--- config.mk ---
export PLATFORM = sky130hd
export DESIGN_NAME = onchip_mem_loader_flat
export DESIGN_NICKNAME = d
export VERILOG_FILES = /design/src/rtl/onchip_mem_loader_if.sv /design/src/rtl/onchip_mem_loader.sv /design/src/flat_wrapper.sv
export SDC_FILE = /design/constraint.sdc
export NUM_CORES = 1
export LEC_CHECK = 0
export ABC_CLOCK_PERIOD_IN_PS = 5200
export BUFFER_PORTS_ARGS = -buffer_cell sky130_fd_sc_hd__buf_2
export CAP_MARGIN = 20
export CORE_UTILIZATION = 50
export CTS_BUF_LIST = sky130_fd_sc_hd__clkbuf_8 sky130_fd_sc_hd__clkbuf_16
export DETAILED_ROUTE_END_ITERATION = 8
export HOLD_SLACK_MARGIN = 0.02
export PLACE_DENSITY = 0.8
export SETUP_SLACK_MARGIN = 0.15
export SLEW_MARGIN = 20
export SYNTH_ARGS = -nofsm -noshare
export SYNTH_HDL_FRONTEND = slang
export SYNTH_SLANG_ARGS = --single-unit
--- constraint.sdc ---
create_clock -name clk -period 5.2 [get_ports clk]
set_input_delay 0.26 -clock clk [delete_from_list [all_inputs] [get_ports clk]]
set_output_delay 0.26 -clock clk [all_outputs]
set_load 0.03 [all_outputs]
--- src/rtl/onchip_mem_loader_if.sv ---
// Byte-stream input and on-chip RAM port bundle for the memory loader.
interface onchip_mem_loader_if #(
  parameter int ADDR_WIDTH = 7
);
  logic [7:0]            in_data;
  logic                  in_valid;
  logic                  in_ready;
  logic [ADDR_WIDTH-1:0] address;
  logic [3:0]            byteenable;
  logic                  chipselect;
  logic                  write;
  logic [31:0]           writedata;
  logic                  clken;
  logic [31:0]           readdata;

  // Loader side: consumes the byte stream, masters the RAM.
  modport master (
    input  in_data, in_valid, readdata,
    output in_ready, address, byteenable, chipselect, write, writedata, clken
  );

  // Environment side: produces the byte stream, models the RAM.
  modport slave (
    output in_data, in_valid, readdata,
    input  in_ready, address, byteenable, chipselect, write, writedata, clken
  );
endinterface

--- src/rtl/onchip_mem_loader.sv ---
// Loads a checksummed byte stream into on-chip RAM as 32-bit words, then
// reads the words back and verifies the stored data against the checksum.
//
// state | meaning
// IDLE  | waiting for start
// ADDR  | take base word address byte
// COUNT | take word count byte, reject 0 or > DEPTH
// DATA  | assemble four little-endian bytes into a word
// WRITE | one-cycle RAM write of the assembled word
// CHECK | take expected checksum byte, compare with stream sum
// RDBK  | issue N reads starting at base
// DRAIN | capture last read word, final readback compare
// DONE  | one-cycle done pulse
module onchip_mem_loader #(
  parameter int ADDR_WIDTH = 7,
  parameter int DEPTH      = 128
) (
  input  logic                   clk,
  input  logic                   reset,
  input  logic                   start,
  onchip_mem_loader_if.master    bus,
  output logic                   busy,
  output logic                   done,
  output logic                   error
);

  typedef enum logic [3:0] {
    IDLE, ADDR, COUNT, DATA, WRITE, CHECK, RDBK, DRAIN, DONE
  } state_t;

  state_t                state_q, state_d;
  logic [ADDR_WIDTH-1:0] base_q, cur_q;
  logic [7:0]            n_q, remaining_q, rd_left_q;
  logic [1:0]            idx_q;
  logic [31:0]           word_q;
  logic [7:0]            sum_q, rb_sum_q, exp_q;
  logic                  rd_pend_q;
  logic                  error_q;

  logic                  acc;
  logic                  cnt_bad;
  logic [7:0]            rd_bytes;
  logic [7:0]            rb_sum_nxt;

  function automatic logic [ADDR_WIDTH-1:0] addr_inc(input logic [ADDR_WIDTH-1:0] a);
    if (int'(a) == DEPTH - 1) return '0;
    else return a + 1'b1;
  endfunction

  assign acc        = bus.in_valid & bus.in_ready;
  assign cnt_bad    = (bus.in_data == 8'd0) || (int'(bus.in_data) > DEPTH);
  assign rd_bytes   = bus.readdata[7:0] + bus.readdata[15:8] +
                      bus.readdata[23:16] + bus.readdata[31:24];
  assign rb_sum_nxt = rb_sum_q + rd_bytes;

  assign bus.address   = cur_q;
  assign bus.writedata = word_q;
  assign bus.clken     = 1'b1;
  assign error         = error_q;

  // State register.
  always_ff @(posedge clk) begin
    if (reset) state_q <= IDLE;
    else       state_q <= state_d;
  end

  // Next-state decode and state-derived handshake/RAM strobes.
  always_comb begin
    state_d        = state_q;
    bus.in_ready   = 1'b0;
    bus.chipselect = 1'b0;
    bus.write      = 1'b0;
    bus.byteenable = 4'h0;
    busy           = 1'b1;
    done           = 1'b0;
    unique case (state_q)
      IDLE: begin
        busy = 1'b0;
        if (start) state_d = ADDR;
      end
      ADDR: begin
        bus.in_ready = 1'b1;
        if (acc) state_d = COUNT;
      end
      COUNT: begin
        bus.in_ready = 1'b1;
        if (acc) state_d = cnt_bad ? DONE : DATA;
      end
      DATA: begin
        bus.in_ready = 1'b1;
        if (acc && idx_q == 2'd3) state_d = WRITE;
      end
      WRITE: begin
        bus.chipselect = 1'b1;
        bus.write      = 1'b1;
        bus.byteenable = 4'hF;
        state_d        = (remaining_q == 8'd1) ? CHECK : DATA;
      end
      CHECK: begin
        bus.in_ready = 1'b1;
        if (acc) state_d = RDBK;
      end
      RDBK: begin
        bus.chipselect = 1'b1;
        bus.byteenable = 4'hF;
        if (rd_left_q == 8'd1) state_d = DRAIN;
      end
      DRAIN: state_d = DONE;
      DONE: begin
        done    = 1'b1;
        state_d = IDLE;
      end
      default: state_d = IDLE;
    endcase
  end

  // Address, word assembly, checksums and sticky error.
  always_ff @(posedge clk) begin
    if (reset) begin
      base_q      <= '0;
      cur_q       <= '0;
      n_q         <= '0;
      remaining_q <= '0;
      rd_left_q   <= '0;
      idx_q       <= '0;
      word_q      <= '0;
      sum_q       <= '0;
      rb_sum_q    <= '0;
      exp_q       <= '0;
      rd_pend_q   <= 1'b0;
      error_q     <= 1'b0;
    end else begin
      rd_pend_q <= (state_q == RDBK);
      if (rd_pend_q) rb_sum_q <= rb_sum_nxt;
      unique case (state_q)
        IDLE: if (start) begin
          error_q  <= 1'b0;
          sum_q    <= '0;
          rb_sum_q <= '0;
          idx_q    <= '0;
        end
        ADDR: if (acc) begin
          base_q <= ADDR_WIDTH'(bus.in_data);
          cur_q  <= ADDR_WIDTH'(bus.in_data);
        end
        COUNT: if (acc) begin
          if (cnt_bad) error_q <= 1'b1;
          n_q         <= bus.in_data;
          remaining_q <= bus.in_data;
        end
        DATA: if (acc) begin
          word_q[{idx_q, 3'b000} +: 8] <= bus.in_data;
          sum_q <= sum_q + bus.in_data;
          idx_q <= idx_q + 2'd1;
        end
        WRITE: begin
          cur_q       <= addr_inc(cur_q);
          remaining_q <= remaining_q - 8'd1;
        end
        CHECK: if (acc) begin
          exp_q     <= bus.in_data;
          if (bus.in_data != sum_q) error_q <= 1'b1;
          cur_q     <= base_q;
          rd_left_q <= n_q;
        end
        RDBK: begin
          cur_q     <= addr_inc(cur_q);
          rd_left_q <= rd_left_q - 8'd1;
        end
        DRAIN: if (rb_sum_nxt != exp_q) error_q <= 1'b1;
        default: ;
      endcase
    end
  end

endmodule

--- src/flat_wrapper.sv ---
// flat-port wrapper written by rule: the top's interface ports become plain ports
module onchip_mem_loader_flat 
#(
  parameter int ADDR_WIDTH = 7,
  parameter int DEPTH      = 128
)
  (clk, reset, start, busy, done, error, bus_in_data, bus_in_valid, bus_readdata, bus_in_ready, bus_address, bus_byteenable, bus_chipselect, bus_write, bus_writedata, bus_clken);
  onchip_mem_loader_if #(.ADDR_WIDTH(ADDR_WIDTH)) bus_i ();
  input  logic clk;
  input  logic reset;
  input  logic start;
  output logic busy;
  output logic done;
  output logic error;
  input wire logic [$bits(bus_i.in_data)-1:0] bus_in_data;
  input wire logic [$bits(bus_i.in_valid)-1:0] bus_in_valid;
  input wire logic [$bits(bus_i.readdata)-1:0] bus_readdata;
  output wire logic [$bits(bus_i.in_ready)-1:0] bus_in_ready;
  output wire logic [$bits(bus_i.address)-1:0] bus_address;
  output wire logic [$bits(bus_i.byteenable)-1:0] bus_byteenable;
  output wire logic [$bits(bus_i.chipselect)-1:0] bus_chipselect;
  output wire logic [$bits(bus_i.write)-1:0] bus_write;
  output wire logic [$bits(bus_i.writedata)-1:0] bus_writedata;
  output wire logic [$bits(bus_i.clken)-1:0] bus_clken;
  assign bus_i.in_data = bus_in_data;
  assign bus_i.in_valid = bus_in_valid;
  assign bus_i.readdata = bus_readdata;
  assign bus_in_ready = bus_i.in_ready;
  assign bus_address = bus_i.address;
  assign bus_byteenable = bus_i.byteenable;
  assign bus_chipselect = bus_i.chipselect;
  assign bus_write = bus_i.write;
  assign bus_writedata = bus_i.writedata;
  assign bus_clken = bus_i.clken;
  onchip_mem_loader #(.ADDR_WIDTH(ADDR_WIDTH), .DEPTH(DEPTH)) u_core (.clk(clk), .reset(reset), .start(start), .bus(bus_i), .busy(busy), .done(done), .error(error));
endmodule
==> impl_metrics.csv <==
group,metric,value,unit
pwr,powerDensity,343,nW/um2
detailed_routing,drt-total-wl,13700,um
sta,finalCriticalPeriod,3.50,ns
setup_path,timing.critical_path.to_type,"flip-flop",
placed_design,placed_cell_area,6360,um2
setup_path,critPathLaunch,"bus_readdata[6]",
logic_synthesis,netlist_instances,738,
min_path,hold_path.startpoint,"bus_in_data[4]",
setup_path,dominant_cell_type_by_count_on_the_critical_path,"sky130_fd_sc_hd__inv_1",
grt,grt_pass1_wl,22900,um
floorplanning,design.die.area,12300,um2
cts,cts_setup_buffers,0,
cts,holdBufCountCts,0,
cts,htree_levels,3,
floorplanning,initial_core_util,51.7,%
cells_and_area,design.final.nets,885,
logic_synthesis,synth.distinct_cells,62,
sta,timing.max_slew.rel_slack,34.1,%
sta,setup_violations,0,
setup_path,cp.required,5.41,ns
detailed_routing,vias_per_cell,5.60,
cts,clock_tree_from_tritoncts,"done",
pwr,power.switching_fraction,35.3,%
pwr,total_switching_power,807,uW
floorplanning,io-pin-count,94,
cts,tritoncts.num_buffers,9,
pwr,worst_ir_drop_vdd,230,uV
sta,clock_skew,0.0121,ns
detailed_routing,detail_route.drc_violations,0,
cts,cts.repair.resized,0,
placed_design,place.detailed.hpwl,9280,um
sta,final_hold_viol_count,0,
logic_synthesis,post_synth_instance_area,5930,um2
cells_and_area,fill_cells,1023,
setup_path,critPathBufInv,5,
setup_path,cp_max_fo,5,
sta,fin_tns_setup,0,ns
floorplanning,floorplan.die.width,111,um
sta,fmaxAchievable,285,MHz
detailed_routing,drt.antenna.violating_nets,0,
setup_path,critical_path.top_delay_family,"adder cells",
floorplanning,fp.coreArea,11500,um2
grt,grt_max_degree,53,
setup_path,ordered_cell_list_for_the_critical_path,"buf_2, inv_1, fa_1, inv_1, fa_1, inv_1, fa_1, inv_1, ha_1, xnor2_1, a2111oi_0, nand4_1, a2111oi_0, a31oi_1",
sta,layout_worst_path_cycle_share,67.4,%
detailed_routing,avg_wl_per_cell,14.5,um
logic_synthesis,syn-num-nets,828,
logic_synthesis,yosys_warnings,0,
pwr,leakage,0.00285,uW
placed_design,gp_congestion,0.858,
setup_path,cp_slowest_cell,"sky130_fd_sc_hd__fa_1",
grt,gr-usage-all-layers,22.5,%
pwr,clock_power_share,30.3,%
setup_path,critical_path.startpoint_type,"input pin",
floorplanning,rows,39,
logic_synthesis,avgSynthCellArea,8.03,um2
cts,worst_setup_hold_path_clk_slew,0.07,ns
logic_synthesis,synth_top_flop_cell,"sky130_fd_sc_hd__dfxtp_1",
grt,via_count_of_the_first_global_routing_pass,4896,
logic_synthesis,yosys_register_bits,102,
sta,unrepaired_setup_endpoints_after_global_routing,"false",
cells_and_area,post-route-cell-area,6670,um2
logic_synthesis,synth_sequential_area_ratio,34.4,%
setup_path,arrival,3.71,ns
setup_path,regToRegStartpoint,"u_core.rb_sum_q[1]",
min_path,hold_class,"in2reg",
cts,insertion_delay,0.35,ns
logic_synthesis,ffs_w_async_s_r_synth,0,%
job,maxCapViolCount,0,
cts,cts-root-buf,"sky130_fd_sc_hd__clkbuf_16",
detailed_routing,firstDrtPassIters,5,
setup_path,critical_path_class,"in2reg",
sta,worst_tran_pin_value,0.988,ns
cells_and_area,final_layout_size_suffix_gt1_share,15.1,%
detailed_routing,routed-via-count,5290,
grt,grt_antenna_before_repair,1,
sta,final_max_slew_viol_count,0,
pwr,seqPwrFrac,39.5,%
pwr,combPwrFrac,30.2,%
detailed_routing,initialDrtViolationCount,373,
grt,grt.overflow.total,0,
pwr,intPower,1480,uW
setup_path,cpPeakStageDelay,0.53,ns
logic_synthesis,number_of_enable_flip_flop_cells_after_synthesis,0,
cts,clock_path_buffers,2,
cts,clkSinkCount,102,
floorplanning,die_height,111,um
placed_design,numPortBuffers,92,
cells_and_area,area_growth_syn_to_layout,12.5,%
outcome,outcome,"complete, no violations",
-- cell usage after synthesis, types with 9 or more instances --
master | n | area share, %
sky130_fd_sc_hd__a21oi_1 | 73 | 6.2
sky130_fd_sc_hd__a22oi_1 | 13 | 1.6
sky130_fd_sc_hd__buf_2 | 9 | 0.76
sky130_fd_sc_hd__clkbuf_1 | 31 | 2.0
sky130_fd_sc_hd__dfxtp_1 | 102 | 34
sky130_fd_sc_hd__fa_1 | 21 | 7.1
sky130_fd_sc_hd__ha_1 | 25 | 5.3
sky130_fd_sc_hd__inv_1 | 71 | 4.5
sky130_fd_sc_hd__mux2i_1 | 14 | 2.4
sky130_fd_sc_hd__nand2_1 | 92 | 5.8
sky130_fd_sc_hd__nand2b_1 | 11 | 1.2
sky130_fd_sc_hd__nand3_1 | 43 | 3.6
sky130_fd_sc_hd__nor2_1 | 66 | 4.2
sky130_fd_sc_hd__nor3_1 | 15 | 1.3
sky130_fd_sc_hd__nor4_1 | 9 | 0.95
sky130_fd_sc_hd__o21ai_0 | 16 | 1.4
sky130_fd_sc_hd__xnor2_1 | 18 | 2.7
-- power groups by stage --
stage | Clock, uW | Sequential, uW | Combinational, uW
after floorplan | 0 | 911 | 537
after global placement | 0 | 917 | 672
after detailed placement | 0 | 918 | 685
after CTS | 699 | 900 | 690
after global routing | 734 | 912 | 774
final | 692 | 902 | 691
-- state kept, by name, summed over array words and instances (netlist names) --
name	flops
u_core.bus.writedata	32
u_core.exp_q	8
u_core.n_q	8
u_core.rb_sum_q	8
u_core.rd_left_q	8
u_core.remaining_q	8
u_core.sum_q	8
u_core.base_q	7
u_core.bus.address	7
u_core.state_q	4
u_core.idx_q	2
u_core.error	1
u_core.rd_pend_q	1
-- logic make-up after synthesis --
family / after synthesis / synth area share, %
multiplexers: 15 / 2.55
other: 1 / 0.0633
buffers and inverters: 119 / 8.29
AO/OA/AOI/OAI: 150 / 15.9
AND/OR/NAND/NOR: 279 / 22.6
flip-flops: 102 / 34.4
XOR/XNOR: 26 / 3.84
adder cells (fa/ha/maj): 46 / 12.4
-- tightest hold or removal path, stage by stage --
cell and delay, ns:
sky130_fd_sc_hd__buf_2 0.21, sky130_fd_sc_hd__nand2_1 0.09, sky130_fd_sc_hd__a21oi_1 0.05
-- final timing paths --
path | to | slack [ns] | depth (start not counted)
worst max register to register | u_core.error | 2.37 | 11
worst min register to register | u_core.bus.writedata[3] | 0.46 | 2
worst min-delay path | u_core.n_q[4] | 0.33 | 3
worst max-delay path | u_core.error | 1.70 | 14
-- metrics by stage --
stage                     utilization, %  std cells  total power (uW)  hold WS, ns  setup WS, ns
after floorplan                        -        738              1450        0.436          1.66
after global placement              55.4        927              1590        0.437          1.43
after detailed placement            55.4        927              1600        0.442          1.36
after CTS                           58.1        943              2290        0.309          1.70
after global routing                58.1        944              2420        0.333          1.49
final                               58.1        944              2290        0.328          1.70
-- routing by layer --
layer | vias up | track usage (%) | part of all wire, %
met3 | 22 | 3.72 | 6.2
met2 | 174 | 37.1 | 47
met5 | - | 0 | 0
li1 | 2623 | - | -
met4 | 0 | 8.36 | 1.7
met1 | 2471 | 29.6 | 45
-- layout by cell type (no fill, tap or decap), drive strengths merged, types with 4 or more instances in the layout --
cell,count
a22oi,13
nor3b,6
a2111oi,5
xnor2,18
dfxtp,102
inv,74
nand2,92
nand2b,11
nor2,66
ha,25
fa,21
clkbuf,9
and3,7
nor4,11
o21ai,16
buf,94
xor2,8
nor3,15
a221o,4
and2,6
a21oi,73
a211oi,7
mux2i,14
a31oi,4
nand3,43
-- area by class of cell --
type | count | area, um2 | share of cell area (%)
inverter | 71 | 267 | 4.00
timing repair buffer | 94 | 475 | 7.13
multi-input combinational | 517 | 3400 | 50.9
antenna | 1 | 2.50 | 0.0375
tap | 143 | 179 | 2.68
clock buffer | 9 | 225 | 3.38
clock inverter | 7 | 80.1 | 1.20
sequential | 102 | 2040 | 30.6
Power figures use the tool's default switching activity.
